**src/rtl/servisia_gpio_uart_if.sv**
```systemverilog
`timescale 1ns/1ps
`default_nettype none
// ----------------------------------------------------------------------------
// servisia_gpio_uart_if : GPIO capture inputs and UART/status outputs
// Revision 1.0
// ----------------------------------------------------------------------------
interface servisia_gpio_uart_if #(
    parameter int DEPTH = 16
) ();
    logic [7:0]             gpio_i;
    logic                   en_i;
    logic                   tx_o;
    logic                   busy_o;
    logic                   overflow_o;
    logic [$clog2(DEPTH):0] level_o;

    modport master (
        output gpio_i, en_i,
        input  tx_o, busy_o, overflow_o, level_o
    );

    modport slave (
        input  gpio_i, en_i,
        output tx_o, busy_o, overflow_o, level_o
    );
endinterface
`default_nettype wire

```
**src/rtl/servisia_gpio_uart.sv**
```systemverilog
`timescale 1ns/1ps
`default_nettype none
// ----------------------------------------------------------------------------
// servisia_gpio_uart : queues every GPIO byte change and sends it as 8N1 UART
// Revision 1.0
// ----------------------------------------------------------------------------
module servisia_gpio_uart #(
    parameter int CLK_DIV = 868,
    parameter int DEPTH   = 16
) (
    input  logic                 clk_i,
    input  logic                 rst_i,
    servisia_gpio_uart_if.slave  bus
);
    localparam int AW = $clog2(DEPTH);
    localparam int CW = $clog2(CLK_DIV);
    localparam logic [CW-1:0] CNT_MAX = CW'(CLK_DIV - 1);

    typedef enum logic [1:0] {
        IDLE  = 2'd0,
        START = 2'd1,
        DATA  = 2'd2,
        STOP  = 2'd3
    } state_t;

    state_t        state, state_n;
    logic [7:0]    gpio_q;
    logic [7:0]    mem [DEPTH];
    logic [AW:0]   wr_ptr, rd_ptr, level;
    logic [CW-1:0] cnt, cnt_n;
    logic [2:0]    bit_idx, bit_n;
    logic [7:0]    shreg, sh_n;
    logic          tx, tx_n;
    logic          overflow;
    logic          push_req, push, pop, full, empty;

    // Full uses the extra pointer bit: same index, opposite wrap phase.
    assign empty    = (wr_ptr == rd_ptr);
    assign full     = (wr_ptr[AW] != rd_ptr[AW]) && (wr_ptr[AW-1:0] == rd_ptr[AW-1:0]);
    assign level    = wr_ptr - rd_ptr;
    assign push_req = bus.en_i && (bus.gpio_i != gpio_q);
    assign push     = push_req && !full;

    always_comb begin
        state_n = state;
        cnt_n   = cnt;
        bit_n   = bit_idx;
        sh_n    = shreg;
        tx_n    = tx;
        pop     = 1'b0;
        case (state)
            IDLE: begin
                tx_n = 1'b1;
                if (!empty) begin
                    pop     = 1'b1;
                    sh_n    = mem[rd_ptr[AW-1:0]];
                    cnt_n   = CNT_MAX;
                    tx_n    = 1'b0;
                    state_n = START;
                end
            end
            START: begin
                if (cnt == '0) begin
                    cnt_n   = CNT_MAX;
                    bit_n   = 3'd0;
                    tx_n    = shreg[0];
                    state_n = DATA;
                end else begin
                    cnt_n = cnt - 1'b1;
                end
            end
            DATA: begin
                if (cnt == '0) begin
                    cnt_n = CNT_MAX;
                    if (bit_idx == 3'd7) begin
                        tx_n    = 1'b1;
                        state_n = STOP;
                    end else begin
                        bit_n = bit_idx + 3'd1;
                        sh_n  = {1'b0, shreg[7:1]};
                        tx_n  = shreg[1];
                    end
                end else begin
                    cnt_n = cnt - 1'b1;
                end
            end
            STOP: begin
                if (cnt == '0) begin
                    state_n = IDLE;
                end else begin
                    cnt_n = cnt - 1'b1;
                end
            end
            default: state_n = IDLE;
        endcase
    end

    always_ff @(posedge clk_i) begin
        if (rst_i) begin
            state    <= IDLE;
            gpio_q   <= 8'h00;
            wr_ptr   <= '0;
            rd_ptr   <= '0;
            cnt      <= '0;
            bit_idx  <= 3'd0;
            shreg    <= 8'h00;
            tx       <= 1'b1;
            overflow <= 1'b0;
        end else begin
            state   <= state_n;
            gpio_q  <= bus.gpio_i;
            cnt     <= cnt_n;
            bit_idx <= bit_n;
            shreg   <= sh_n;
            tx      <= tx_n;
            if (push)
                wr_ptr <= wr_ptr + 1'b1;
            if (pop)
                rd_ptr <= rd_ptr + 1'b1;
            if (push_req && full)
                overflow <= 1'b1;
        end
    end

    always_ff @(posedge clk_i) begin
        if (!rst_i && push)
            mem[wr_ptr[AW-1:0]] <= bus.gpio_i;
    end

    assign bus.tx_o       = tx;
    assign bus.overflow_o = overflow;
    assign bus.level_o    = level;
    assign bus.busy_o     = (state != IDLE) || !empty;
endmodule
`default_nettype wire

```
**src/flat_wrapper.sv**
```systemverilog
// flat-port wrapper written by rule: the top's interface ports become plain ports
module servisia_gpio_uart_flat 
#(
    parameter int CLK_DIV = 868,
    parameter int DEPTH   = 16
)
  (clk_i, rst_i, bus_gpio_i, bus_en_i, bus_tx_o, bus_busy_o, bus_overflow_o, bus_level_o);
  servisia_gpio_uart_if #(.DEPTH(DEPTH)) bus_i ();
  input  logic clk_i;
  input  logic rst_i;
  input wire logic [$bits(bus_i.gpio_i)-1:0] bus_gpio_i;
  input wire logic [$bits(bus_i.en_i)-1:0] bus_en_i;
  output wire logic [$bits(bus_i.tx_o)-1:0] bus_tx_o;
  output wire logic [$bits(bus_i.busy_o)-1:0] bus_busy_o;
  output wire logic [$bits(bus_i.overflow_o)-1:0] bus_overflow_o;
  output wire logic [$bits(bus_i.level_o)-1:0] bus_level_o;
  assign bus_i.gpio_i = bus_gpio_i;
  assign bus_i.en_i = bus_en_i;
  assign bus_tx_o = bus_i.tx_o;
  assign bus_busy_o = bus_i.busy_o;
  assign bus_overflow_o = bus_i.overflow_o;
  assign bus_level_o = bus_i.level_o;
  servisia_gpio_uart #(.CLK_DIV(CLK_DIV), .DEPTH(DEPTH)) u_core (.clk_i(clk_i), .rst_i(rst_i), .bus(bus_i));
endmodule
```
**config.mk**
```make
export PLATFORM = sky130hd
export DESIGN_NAME = servisia_gpio_uart_flat
export DESIGN_NICKNAME = d
export VERILOG_FILES = /design/src/rtl/servisia_gpio_uart_if.sv /design/src/rtl/servisia_gpio_uart.sv /design/src/flat_wrapper.sv
export SDC_FILE = /design/constraint.sdc
export NUM_CORES = 1
export LEC_CHECK = 0
export CORE_MARGIN = 5
export CORE_UTILIZATION = 55
export CTS_BUF_LIST = sky130_fd_sc_hd__clkbuf_4 sky130_fd_sc_hd__clkbuf_8
export CTS_CLUSTER_SIZE = 28
export DETAILED_ROUTE_END_ITERATION = 6
export HOLD_SLACK_MARGIN = 0.06
export PLACE_DENSITY = 0.72
export SLEW_MARGIN = 20
export SYNTH_ARGS = -nofsm -noshare
export SYNTH_HDL_FRONTEND = slang
export SYNTH_SLANG_ARGS = --single-unit
```
**constraint.sdc**
```tcl
create_clock -name clk_i -period 3.14 [get_ports clk_i]
set_input_delay 0.314 -clock clk_i [delete_from_list [all_inputs] [get_ports clk_i]]
set_output_delay 0.314 -clock clk_i [all_outputs]
set_load 0.005 [all_outputs]
```
==> results of run 1 <==
-- cell type report --
| cell class | count | area (sq um) | share of cell area, % |
|---|---|---|---|
| Tap cell | 176 | 220.2 | 2.625 |
| Multi-Input combinational cell | 289 | 2495 | 29.74 |
| Clock buffer | 21 | 270.3 | 3.222 |
| Sequential cell | 175 | 4786 | 57.06 |
| Clock inverter | 11 | 131.4 | 1.566 |
| Inverter | 20 | 75.07 | 0.8950 |
| Timing Repair Buffer | 47 | 410.4 | 4.893 |
-- worst max path at each step --
stage                startpoint  cells past startpoint  slack (ns)                 to
3_3_place_gp      bus_gpio_i[0]                      7        0.68  u_core.mem[14][6]
4_1_cts        u_core.rd_ptr[1]                      7        0.20         bus_busy_o
2_1_floorplan  u_core.rd_ptr[1]                      7        0.43   u_core.mem[1][0]
6_report       u_core.rd_ptr[2]                      7        0.24         bus_busy_o
5_1_grt        u_core.rd_ptr[2]                      7        0.03         bus_busy_o
3_5_place_dp      bus_gpio_i[0]                      7        0.61   u_core.mem[3][6]
-- routing by layer --
metal / global-route usage (%) / vias to the layer above / routed length, um / part of all wire [%]
met5: 0 / - / 0 / 0
met4: 6.435 / 0 / 226 / 1.4
met3: 5.843 / 16 / 1031 / 6.5
met2: 32.04 / 148 / 7531 / 48
met1: 28.85 / 2253 / 7065 / 45
li1: - / 2030 / - / -
-- per-stage QoR --
stage               std cells  util (%)
floorplan                 510         -
global placement          707     60.07
detailed placement        707     60.07
CTS                       739     63.09
global route              739     63.09
finish                    739     63.09
-- critical path, stage by stage (launching register included) --
cell             delay, ns
dfxtp_1               0.36
inv_1                 0.08
ha_1                  0.36
nand4_1               0.12
buf_4                 0.18
nor3_2                0.43
inv_1                 0.12
clkdlybuf4s50_1       0.47
-- registers in the layout, indices dropped and copies added (netlist names), 2 cells and up, named ones only --
name            cells
u_core.state        2
u_core.cnt         10
u_core.shreg        8
u_core.bit_idx      3
u_core.wr_ptr       5
u_core.gpio_q       8
u_core.rd_ptr       5
u_core.mem        128
-- cell families (layout without fill, tap and decap cells) --
logic type	after synthesis	in the layout	synth area share [%]
XOR/XNOR	19	19	2.227
multiplexers	51	51	12.32
flip-flops	175	175	64.03
adder cells (fa/ha/maj)	19	19	3.282
AO/OA/AOI/OAI	75	75	6.380
buffers and inverters	46	99	2.746
AND/OR/NAND/NOR	125	125	9.009
-- layout by cell type, fill, tap and decap left out, types with 9 or more instances in the layout --
cell | Yosys | routed
a21oi_1 | 29 | 29
buf_4 | 2 | 28
clkbuf_8 | 0 | 18
clkdlybuf4s50_1 | 0 | 18
dfxtp_1 | 47 | 46
edfxtp_1 | 128 | 128
ha_1 | 18 | 18
inv_1 | 20 | 20
mux2i_1 | 11 | 11
mux4_2 | 32 | 32
nand2_1 | 22 | 22
nand3_1 | 14 | 14
nor2_1 | 28 | 28
nor2b_1 | 11 | 11
nor3_1 | 13 | 13
o21ai_0 | 15 | 15
xnor2_1 | 9 | 9
xor2_1 | 10 | 10
-- report_power, final --
part           internal (mW)  switching (mW)  leakage (nW)
registers               2.62           0.132          1.54
logic                  0.767           0.903          1.08
clock network          0.764           0.809         0.200
==> impl_metrics.ini, run 1 <==
[route]
drc = 0
vias_per_cell = 6.018
drt_iter0_markers = 398
via_count = 4447
drtPass1Iterations = 5
ant_nets = 0
finalWirelength_mm = 15.85
drt-wirelength-per-cell_um = 21.45

[global_routing]
grt_overflow_total = 0
antenna_found_initial = 0
grt_pass1_wl_mm = 25.07
grt_max_degree = 37
grt_use_total_pct = 20.74
grt_pass1_vias = 4484

[sta]
setup_viol = 0
hold_violations = 0
rsz0062_at_grt = false
whs_ns = 0.4788
maxSlewHeadroom_pct = 36.97
finalMaxSlewViolations = 0
finalSetupTns_ns = 0
tightest_slew_ns = 0.9441
fin_ws_ns = 0.2440
timing.fmax_mhz = 345.3
finalCriticalPeriod_ns = 2.896
fin_skew_ns = 0.01311
fin_crit_sh_pct = 92.23

[synth]
synth.distinct_cells = 54
avgSynthCellArea_sq_um = 14.65
synthTopCellsByCount = 128 x edfxtp_1, 47 x dfxtp_1, 32 x mux4_2
synth-seq-cells = 175
yosysMostFrequentCell = edfxtp_1
synthTopCellsByArea = edfxtp_1 51%, dfxtp_1 13%, mux4_2 9.6%, ha_1 3.0%, a21oi_1 1.9%
ys_warn_count = 0
yosysTopAreaCell = edfxtp_1
synth.cell_area_sq_um = 7472
synth_flop_cell = edfxtp_1
synth_edf_count = 128
synth_fp_nets = 540
ys_async_sr_fraction_pct = 0
ys_seq_area_share_pct = 64.03
synth.top_cell.area_share_pct = 51.44
synthCells = 510

[pwr]
finalPower_mw = 5.993
peakVddDrop_uv = 562.6
total_leakage_power_nw = 2.819
power_density_nw_per_um2 = 714.5

[worst_setup_path]
path_class = flop to output port
ff2ff_setup_slack_ns = 0.82
r2r_start = u_core.rd_ptr[1]
r2r_cells = 8
cp-start-kind = flop
cp.arrival_ns = 2.58
cp.required_ns = 2.83
r2r_end = u_core.mem[3][1]
worstPathMaxFanout = 8
endpoint_kind = output port

[placed_design]
hpwl_mm = 10.71
gp_congestion = 0.8192
dp_slack_ns = 0.6110
place_area_sq_um = 7986
io_buffers = 18

[die]
die_area_sq_um = 16020
die_y_um = 126.6
start_util_pct = 56.20
core_region_area_sq_um = 13300
num_rows = 42
die_x_um = 126.6
io_pins = 19

[clock_tree]
clockBufferDepth = 2
ctsHoldBuffers = 0
numCtsBuffers = 17
cts_setup_buffers = 0
cts.sinks = 175
clk_latency_ns = 0.46
cts_tree = done
clkTransAtPathRegs_ns = 0.08
cts-resized-gates = 0
cts_root_buf = clkbuf_8
h-tree-depth = 4

[final_layout]
synthToLayoutAreaGrowth_pct = 12.26
drive_gt1_share_pct = 19.54
fill_cells = 993
diodes = 0
stdcell_area_sq_um = 8388
layout.nets = 580

[flow_run]
drv_cap = 0

[status]
status = finished clean

[worst_hold_path]
hp-start = u_core.bus.overflow_o
hold_path.class = flop to flop
holdPathEnd = u_core.bus.overflow_o
hold_depth = 2
(Power assumes the default switching activity.)
==> run 2, diff against run 1 <==
--- a/config.mk
+++ b/config.mk
@@ -11,8 +11,8 @@
 export CTS_CLUSTER_SIZE = 28
 export DETAILED_ROUTE_END_ITERATION = 6
 export HOLD_SLACK_MARGIN = 0.06
-export PLACE_DENSITY = 0.72
-export SLEW_MARGIN = 20
+export PLACE_DENSITY = 0.75
+export SLEW_MARGIN = 5
 export SYNTH_ARGS = -nofsm -noshare
 export SYNTH_HDL_FRONTEND = slang
 export SYNTH_SLANG_ARGS = --single-unit
==> constraint.sdc (replaced) <==
create_clock -name clk_i -period 2.48 [get_ports clk_i]
set_input_delay 0.248 -clock clk_i [delete_from_list [all_inputs] [get_ports clk_i]]
set_output_delay 0.248 -clock clk_i [all_outputs]
set_load 0.005 [all_outputs]
==> run 2 against run 1 <==
Routed wire length shrank 0.57%. Sequential cell count is the same. Cell area grew 2.8%. Sequential power grew 25%. Total power grew 26%. Clock power grew 15%. Utilization grew 1.8 points. Global-route usage is essentially flat. Die area is the same. Worst setup slack lost 0.15 ns. Critical path depth grew 1. Sequential share of layout area shrank 1.5 points. Critical path type is now flop to flop. Critical endpoint is now u_core.mem[9][5]. Highest routed layer unchanged.
==> impl_metrics.ini, run 2 (synthesis gave the netlist of run 1 again) <==
[clock_tree]
numCtsBuffers = 17
cts_tree = done
h-tree-depth = 4
cts.sinks = 175
clkTransAtPathRegs_ns = 0.08
ctsHoldBuffers = 0
cts_root_buf = clkbuf_8
clockBufferDepth = 2
clk_latency_ns = 0.46

[placed_design]
hpwl_mm = 10.82
io_buffers = 18
gp_congestion = 0.8955
place_area_sq_um = 8193

[sta]
fin_skew_ns = 0.01643
timing.fmax_mhz = 419.8
setup_viol = 0
tightest_slew_ns = 0.6842
whs_ns = 0.4876
rsz0062_at_grt = true
hold_violations = 0
finalCriticalPeriod_ns = 2.382
finalMaxSlewViolations = 0
maxSlewHeadroom_pct = 54.14
fin_crit_sh_pct = 96.06

[pwr]
power_frac_comb_pct = 30.7
power_density_nw_per_um2 = 878.3
total_leakage_power_nw = 2.958
power_switching_mw = 2.381
seqPwrFrac_pct = 45.4
peakVddDrop_uv = 806.2
internal_power_mw = 5.192
switching_share_pct = 31.44
clockPowerShare_pct = 23.9

[final_layout]
layout.nets = 603
final_cell_mix = 128 x edfxtp_1, 45 x buf_4, 43 x dfxtp_1
utilization_pct = 64.85
stdcell_area_sq_um = 8622
synthToLayoutAreaGrowth_pct = 15.39
layout.cells.most_common = edfxtp_1
drive_gt1_share_pct = 24.27
largest_register_ffs = 128
diodes = 0

[global_routing]
grt_pass1_wl_mm = 24.98
grt_max_degree = 37
grt_pass1_vias = 4537
grt_overflow_total = 0
grt_use_total_pct = 20.73
antenna_found_initial = 0

[die]
io_pins = 19
die_x_um = 126.6
start_util_pct = 56.20
core_region_area_sq_um = 13300
num_rows = 42
die_y_um = 126.6
die_area_sq_um = 16020

[route]
via_count = 4505
vias_per_cell = 5.920
drtPass1Iterations = 6
ant_nets = 0
drt-wirelength-per-cell_um = 20.71
drt_iter0_markers = 424
finalWirelength_mm = 15.76
drc = 0

[worst_setup_path]
cp_top_family = simple AND/OR/NAND/NOR gates
critPathMaxStageDelay_ns = 0.40
cp-start-kind = flop
cp.arrival_ns = 2.54
crit_buf_inv = 2
cp_slowest_cell = and4_2
worstPathMaxFanout = 13
cp_cell_sequence = inv_1 > ha_1 > nand4_1 > o21ai_1 > a21o_1 > buf_4 > nor2_1 > and4_2
path_class = flop to flop
endpoint_kind = flop
cp.required_ns = 2.63

[status]
status = finished clean

[worst_hold_path]
hold_path.class = flop to flop

[flow_run]
drv_cap = 0
run 2: final cells by class:
cell class / count / area (sq um)
Clock buffer: 18 / 241.5
Inverter: 20 / 75.07
Multi-Input combinational cell: 289 / 2530
Tap cell: 176 / 220.2
Sequential cell: 175 / 4790
Clock inverter: 13 / 113.9
Fill cell: 955 / 4673
Timing Repair Buffer: 70 / 651.9
run 2: power by group through the flow:
stage	clock, mW	combinational (mW)	sequential (mW)
after floorplan	0	1.59	3.48
after global placement	0	2.21	3.49
final	1.81	2.33	3.44
after CTS	1.83	2.30	3.43
after global routing	1.98	2.56	3.46
after detailed placement	0	2.28	3.50
run 2: through the flow:
step                setup slack, ns  setup TNS (ns)  power (mW)  cells
floorplan                   -0.2292          -6.887       5.069    510
global placement            -0.1119          -6.401       5.697    727
detailed placement          -0.2058          -12.44       5.781    727
CTS                         -0.1735          -4.579       7.567    758
global route               -0.03671         -0.5444       7.995    761
finish                      0.09765               0       7.573    761
run 2: worst reg2reg max path, stage by stage (launching register included):
cell and delay [ns]:
dfxtp_2 0.34, inv_1 0.06, ha_1 0.31, nand4_1 0.14
o21ai_1 0.14, a21o_1 0.27, buf_4 0.22, nor2_1 0.20
and4_2 0.40
run 2: repair_timing:
item | 4_1_cts | 5_1_grt
resized for setup | 6 | 16
buffers inserted | 0 | 3
hold endpoints to repair | 0 | 0
setup endpoints to repair | 65 | 68
gates cloned | 0 | 0
pin swaps | 0 | 3
run 2: worst paths after layout:
| kind | from | end | slack, ns | cells after the start |
|---|---|---|---|---|
| hold / removal | u_core.cnt[8] | u_core.cnt[8] | 0.49 | 2 |
| setup reg to reg | u_core.rd_ptr[2] | u_core.mem[9][5] | 0.1 | 8 |
| hold reg to reg | u_core.cnt[8] | u_core.cnt[8] | 0.49 | 2 |
| setup / recovery | u_core.rd_ptr[2] | u_core.mem[9][5] | 0.1 | 8 |
run 2: routing by layer:
layer  global-route usage (%)  vias up  wire (um)
met5                        0        -          0
met4                    6.498        0        302
met3                    4.540       21        725
met2                    33.59      137       7773
met1                    28.30     2273       6961
li1                         -     2074          -
==> run 3, diff against run 2 <==
--- a/config.mk
+++ b/config.mk
@@ -7,7 +7,7 @@
 export LEC_CHECK = 0
 export CORE_MARGIN = 5
 export CORE_UTILIZATION = 55
-export CTS_BUF_LIST = sky130_fd_sc_hd__clkbuf_4 sky130_fd_sc_hd__clkbuf_8
+export CTS_BUF_LIST = sky130_fd_sc_hd__clkbuf_8
 export CTS_CLUSTER_SIZE = 28
 export DETAILED_ROUTE_END_ITERATION = 6
 export HOLD_SLACK_MARGIN = 0.06
==> run 3 against run 2 <==
Cell area is essentially flat. Via count increased by 0.11%. Worst setup slack hardly changed. Non-clock buffer count stayed put. Utilization barely moved. Final cell count unchanged. Critical path type unchanged. Critical endpoint unchanged. Highest routed layer unchanged.
==> impl_metrics.ini, run 3 (synthesis gave the netlist of run 1 again) <==
[pwr]
total_leakage_power_nw = 2.959
peakVddDrop_uv = 806.2
power_density_nw_per_um2 = 877.1

[clock_tree]
clkTransAtPathRegs_ns = 0.08
h-tree-depth = 4
ctsHoldBuffers = 0
cts_root_buf = clkbuf_8
numCtsBuffers = 17
cts_tree = done
cts.sinks = 175
clk_latency_ns = 0.46
clockBufferDepth = 2

[worst_hold_path]
hold_depth = 2
holdPathEnd = u_core.cnt[8]
hp-start = u_core.cnt[8]
hold_path.class = flop to flop

[final_layout]
layout.cells.most_common = edfxtp_1
fill_cells = 955
final_cell_mix = 128 x edfxtp_1, 45 x buf_4, 43 x dfxtp_1
largest_register_ffs = 128
diodes = 0
utilization_pct = 64.82
synthToLayoutAreaGrowth_pct = 15.34
final_cells = 761
drive_gt1_share_pct = 24.10
layout.nets = 603

[sta]
whs_ns = 0.4876
fin_crit_sh_pct = 96.05
setup_viol = 0
timing.fmax_mhz = 419.8
hold_violations = 0
finalSetupTns_ns = 0
tightest_slew_ns = 0.6842
maxSlewHeadroom_pct = 54.14
finalCriticalPeriod_ns = 2.382
fin_skew_ns = 0.01541
finalMaxSlewViolations = 0
rsz0062_at_grt = true

[worst_setup_path]
cp_slowest_cell = and4_2
critPathMaxStageDelay_ns = 0.40
r2r_end = u_core.mem[9][5]
endpoint_kind = flop
r2r_start = u_core.rd_ptr[2]
cp_cell_sequence = inv_1 > ha_1 > nand4_1 > o21ai_1 > a21o_1 > buf_4 > nor2_1 > and4_2
worstPathMaxFanout = 13
cp_top_family = simple AND/OR/NAND/NOR gates
ff2ff_setup_slack_ns = 0.1
cp-start-kind = flop
path_class = flop to flop
r2r_cells = 8
cp.arrival_ns = 2.54
crit_buf_inv = 2
cp.required_ns = 2.63

[route]
finalWirelength_mm = 15.78
via_count = 4510
drtPass1Iterations = 5
vias_per_cell = 5.926
drt_iter0_markers = 426
drc = 0
drt-wirelength-per-cell_um = 20.73
ant_nets = 0

[status]
status = finished clean

[global_routing]
grt_pass1_vias = 4537
grt_use_total_pct = 20.73
grt_pass1_wl_mm = 24.98
antenna_found_initial = 0
grt_max_degree = 37
grt_overflow_total = 0

[die]
start_util_pct = 56.20
num_rows = 42
io_pins = 19
die_x_um = 126.6
core_region_area_sq_um = 13300
die_area_sq_um = 16020
die_y_um = 126.6

[placed_design]
io_buffers = 18
dpl.cell_count = 727
hpwl_mm = 10.82
gp_congestion = 0.8955

[flow_run]
drv_cap = 0
==> run 3: cell types whose count changed in the layout (fill, tap and decap cells not counted) <==
cell	change
clkbuf_4	-1
inv_1	+1
==> run 3: repair_timing <==
action	CTS	global route
buffers inserted	0	3
endpoints found under the setup margin	65	68
gates resized for setup	6	16
pin swaps	0	3
hold endpoints to repair	0	0
==> run 3: through the flow <==
step | cell area, sq um | power, mW | setup WS [ns]
after floorplan | 7472 | 5.069 | -0.2292
after global placement | 8193 | 5.697 | -0.1119
after detailed placement | 8193 | 5.781 | -0.2058
after CTS | 8558 | 7.552 | -0.1735
after global routing | 8618 | 7.980 | -0.03671
final | 8618 | 7.560 | 0.09784
==> run 3: worst min-delay path, delay by kind of cell (launching register included) <==
family / cells / cell delay (ns)
DFF: 1 / 0.32
AOI/OAI and AO/OA: 2 / 0.13
==> run 3: worst max path at each step <==
stage | start | to | slack (ns) | cells past startpoint
after floorplan | u_core.rd_ptr[1] | u_core.mem[1][0] | -0.23 | 7
after global placement | bus_gpio_i[3] | u_core.mem[15][2] | -0.11 | 5
after detailed placement | bus_gpio_i[3] | u_core.mem[9][3] | -0.21 | 7
after CTS | u_core.rd_ptr[2] | u_core.mem[15][3] | -0.17 | 6
after global routing | u_core.rd_ptr[3] | u_core.mem[9][3] | -0.04 | 8
final | u_core.rd_ptr[2] | u_core.mem[9][5] | 0.1 | 8
==> run 3: area by class of cell <==
class	count	area [sq um]	share of cell area, %
flip-flops and latches	175	4790	55.57
clock inverters	14	117.6	1.365
well taps	176	220.2	2.555
inverters	20	75.07	0.8711
multi-input cells	289	2530	29.36
repair buffers	70	651.9	7.564
clock buffers	17	234.0	2.715
==> run 3: power by group <==
group / leakage [nW] / switching, mW / internal [mW]
clock: 0.175 / 1.01 / 0.784
sequential: 1.54 / 0.119 / 3.32
combinational: 1.24 / 1.25 / 1.08
total: 2.96 / 2.38 / 5.18
==> run 3: routing by layer <==
layer	vias up	track usage, %	share of wire, %
met3	21	4.540	4.6
met2	139	33.59	49
met1	2276	28.30	44
met4	0	6.498	1.9
met5	-	0	0
li1	2074	-	-
